`src/rtl/clb_param_tile.sv`:
```
// clb_param_tile: parametrised CLB tile of LUT+FF elements with serial config chain and output gating until configured
module clb_param_tile #(
   parameter int NUM_FLE = 8,
   parameter int LUT_K   = 4
) (
   input  logic                     clk,
   input  logic                     reset,
   input  logic                     config_en,
   input  logic                     ccff_head,
   input  logic                     Test_en,
   input  logic [NUM_FLE*LUT_K-1:0] clb_I,
   input  logic                     clb_regin,
   input  logic                     clb_scin,
   output logic [2*NUM_FLE-1:0]     clb_O,
   output logic                     clb_regout,
   output logic                     clb_scout,
   output logic                     ccff_tail,
   output logic                     config_done
);
   localparam int CFG_W = (1 << LUT_K) + 2;
   localparam int CFG_TOTAL = NUM_FLE * CFG_W;
   localparam int CW = $clog2(CFG_TOTAL + 1);
   logic [CFG_TOTAL-1:0] cfg;
   logic [CW-1:0]        cnt, cnt_nxt;
   logic [NUM_FLE-1:0]   ff_q, ff_d, lut;
   logic [NUM_FLE:0]     reg_chain, scan_chain;
   assign reg_chain  = {ff_q, clb_regin};
   assign scan_chain = {ff_q, clb_scin};
   assign cnt_nxt = (config_en && cnt != CW'(CFG_TOTAL)) ? cnt + 1'b1 : cnt;
   assign ccff_tail  = cfg[CFG_TOTAL-1];
   assign clb_regout = config_done & ff_q[NUM_FLE-1];
   assign clb_scout  = config_done & ff_q[NUM_FLE-1];
   always_ff @(posedge clk) begin
      if (reset) begin
         cfg         <= '0;
         cnt         <= '0;
         config_done <= 1'b0;
         ff_q        <= '0;
      end else begin
         cnt         <= cnt_nxt;
         config_done <= cnt_nxt == CW'(CFG_TOTAL);
         if (config_en) cfg <= {cfg[CFG_TOTAL-2:0], ccff_head};
         else ff_q <= ff_d;
      end
   end
   for (genvar n = 0; n < NUM_FLE; n++) begin : g_fle
      logic                  out_sel, ff_src;
      logic [2**LUT_K-1:0]   mask;
      assign out_sel = cfg[n*CFG_W];
      assign ff_src  = cfg[n*CFG_W+1];
      assign mask    = cfg[n*CFG_W+2 +: 2**LUT_K];
      assign lut[n]  = mask[clb_I[n*LUT_K +: LUT_K]];
      assign ff_d[n] = Test_en ? scan_chain[n] : ff_src ? reg_chain[n] : lut[n];
      assign clb_O[2*n]   = config_done & (out_sel ? ff_q[n] : lut[n]);
      assign clb_O[2*n+1] = config_done & ff_q[n];
   end
endmodule

```
`config.mk`:
```
export PLATFORM = sky130hd
export DESIGN_NAME = clb_param_tile
export DESIGN_NICKNAME = d
export VERILOG_FILES = /design/src/rtl/clb_param_tile.sv
export SDC_FILE = /design/constraint.sdc
export NUM_CORES = 1
export LEC_CHECK = 0
export CAP_MARGIN = 15
export CORE_MARGIN = 3
export CORE_UTILIZATION = 45
export DETAILED_ROUTE_END_ITERATION = 16
export HOLD_SLACK_MARGIN = 0.02
export PLACE_DENSITY = 0.64
export SYNTH_ARGS = -nofsm -noshare
export SYNTH_HDL_FRONTEND = slang
export SYNTH_SLANG_ARGS = --single-unit
```
`constraint.sdc`:
```
create_clock -name clk -period 3.1 [get_ports clk]
set_input_delay 0.465 -clock clk [delete_from_list [all_inputs] [get_ports clk]]
set_output_delay 0.465 -clock clk [all_outputs]
set_load 0.03 [all_outputs]
```
==> out/qor.yml <==
outcome:
  status: "completed"
routing:
  postRouteAntennaNets: 0
  drtPass1Iterations: 5
  drc: 0
  wl_per_cell_um: 14.6
  wirelength_mm: 13.3
  vias: 4731
  drt-initial-drc-count: 218
  viasPerCell: 5.19
setup_path:
  cp_cell_sequence: "clkdlybuf4s50_1, mux4_1, mux4_2, nand2_1, o21ai_0, buf_4"
  cp.arrival_ns: 2.51
  critPathMaxStageDelay_ns: 0.60
  critPathKind: "input port to output pin"
  start_kind: "input port"
  critical_path_peak_fanout: 4
  critPathRequiredTime_ns: 2.63
  cp_slowest_cell: "mux4_1"
  worstSetupEndpointType: "output pin"
clocking:
  cts_tree: "yes"
  path_clk_slew_ns: 0.06
  htree_num_levels: 4
  clockBufferDepth: 2
  cts-buffers-inserted: 17
  clkLatencyLatePin_ns: 0.42
  cts.sinks: 161
  clk_root_buffer_cell: "clkbuf_16"
  cts_hold_buf: 0
synthesis:
  netlist.area_leader.share_pct: 45.8
  syn_area_um2: 7040
  ys_warn_count: 0
  ys_ff_latch: 161
  netlist_top_cells_area: "dfxtp_1, mux2i_1, mux4_1"
  ys_seq_area_share_pct: 45.8
  synth_top_area_cell: "dfxtp_1"
  ys_async_sr_fraction_pct: 0
  synthDistinctLibCells: 39
  syn_inst: 642
  synth-edff-count: 0
  synth.avg_cell_area_um2: 11.0
  syn_nets: 683
  synth_top_flop_cell: "dfxtp_1"
global_routing:
  antenna_found_initial: 0
  grt-ovfl-total: 0
  grt_usage_pct: 16.1
  grt_pass1_vias: 4529
  grt_first_pass_wirelength_mm: 21.9
  grt_max_degree: 63
place:
  place.gp.congestion: 0.758
  port_buffers: 58
  dp_hpwl_mm: 9.11
  pre_cts_ws_ns: -0.318
sta:
  fin_crit_ns: 2.97
  tns_ns: 0
  timing.slew.headroom_pct: 39.1
  drv_slew: 0
  skew_ns: 0.00664
  rsz0062_at_grt: "no"
  setup-violations-final: 0
  fmax_ghz: 0.336
  fin_ws_ns: 0.126
  min_period_over_period_pct: 95.9
  hold_viol: 0
  worst_pin_slew_ns: 0.913
floorplan:
  coreArea_um2: 15300
  initial_core_util_pct: 46.1
  die_y_um: 131
  rows: 45
  io_pins: 59
  die_x_um: 131
  die_area_um2: 17200
layout:
  antenna_cells: 0
  drive_gt1_share_pct: 7.86
  fillCellCount: 1315
  layout_common_cells: "nor2_1, dfxtp_1, mux2i_1, clkdlybuf4s50_1, mux4_1"
  fin_nets: 731
  area_growth_pct: 18.9
pwr:
  ir_drop_mv: 0.353
  cellLeakagePower_nw: 3.64
  p_per_area_nw_per_um2: 530
job:
  maxCapViolCount: 0
worst_hold_path:
  hold_class: "input port to flip-flop"
final timing paths:
kind	start	to	slack, ns	cells after the start
min reg2reg	ff_q[7]	ff_q[7]	0.45	2
max reg2reg	cfg[87]	ff_q[4]	1.31	5
max	clb_I[12]	clb_O[6]	0.13	6
min	config_en	cfg[5]	0.42	3
through the flow:
step / power, mW / std cells / util, % / hold WS (ns) / instance area, um2
floorplan: 2.28 / 642 / - / 0.423 / 7040
global placement: 2.36 / 882 / 51.0 / 0.435 / 7780
detailed placement: 2.37 / 882 / 51.0 / 0.450 / 7780
CTS: 4.49 / 911 / 54.8 / 0.399 / 8360
global route: 4.59 / 911 / 54.8 / 0.426 / 8370
finish: 4.43 / 911 / 54.8 / 0.418 / 8370
critical path: cells and delay by family:
| kind | cells | cell delay [ns] |
|---|---|---|
| AO/OA/AOI/OAI | 1 | 0.07 |
| buffers and inverters | 2 | 0.77 |
| multiplexers | 2 | 1.12 |
| AND/OR/NAND/NOR | 1 | 0.09 |
area by class of cell:
class	count	area, um2	share of cell area (%)
clock buffers	22	454	5.43
clock inverters	7	135	1.61
inverters	2	7.51	0.0897
multi-input cells	440	3640	43.5
flip-flops and latches	161	3220	38.5
well taps	211	264	3.15
repair buffers	68	648	7.75
cell usage after synthesis, drive strengths merged (2+ instances only):
cell type / n
and2: 8
nand2b: 2
nor2b: 4
ha: 2
xor2: 4
mux4: 39
nand2: 25
buf: 20
nand3b: 2
or2: 2
xnor2: 2
nand4: 2
nand3: 3
nor2: 161
dfxtp: 161
clkbuf: 19
mux2i: 153
o21ai: 16
inv: 2
state kept, by name, indices dropped and copies added (netlist names):
register / cells
cnt: 8
cfg: 144
config_done: 1
ff_q: 8
power breakdown:
group / switching, mW / internal [mW]
logic: 0.121 / 0.116
registers: 0.00603 / 2.08
clock network: 0.762 / 1.35
layer usage:
layer | wire length [um] | part of all wire [%] | GRT usage [%]
met3 | 412 | 3.1 | 4.38
met4 | 153 | 1.2 | 5.08
met1 | 6250 | 47 | 21.1
met5 | 0 | 0 | 0
met2 | 6470 | 49 | 26.3
cell families after synthesis:
family | synth area share, %
muxes | 35.9
AOI/OAI and AO/OA | 2.03
DFF | 45.8
adders and majority gates | 0.355
buffers and inverters | 2.56
xor gates and xnor gates | 0.747
and+or+nand+nor | 12.6
timing repair:
item,4_1_cts,5_1_grt
cloned,0,0
setup endpoints to repair,6,3
gates resized for setup,14,3
buffers inserted,0,0
Power figures use the tool's default switching activity.
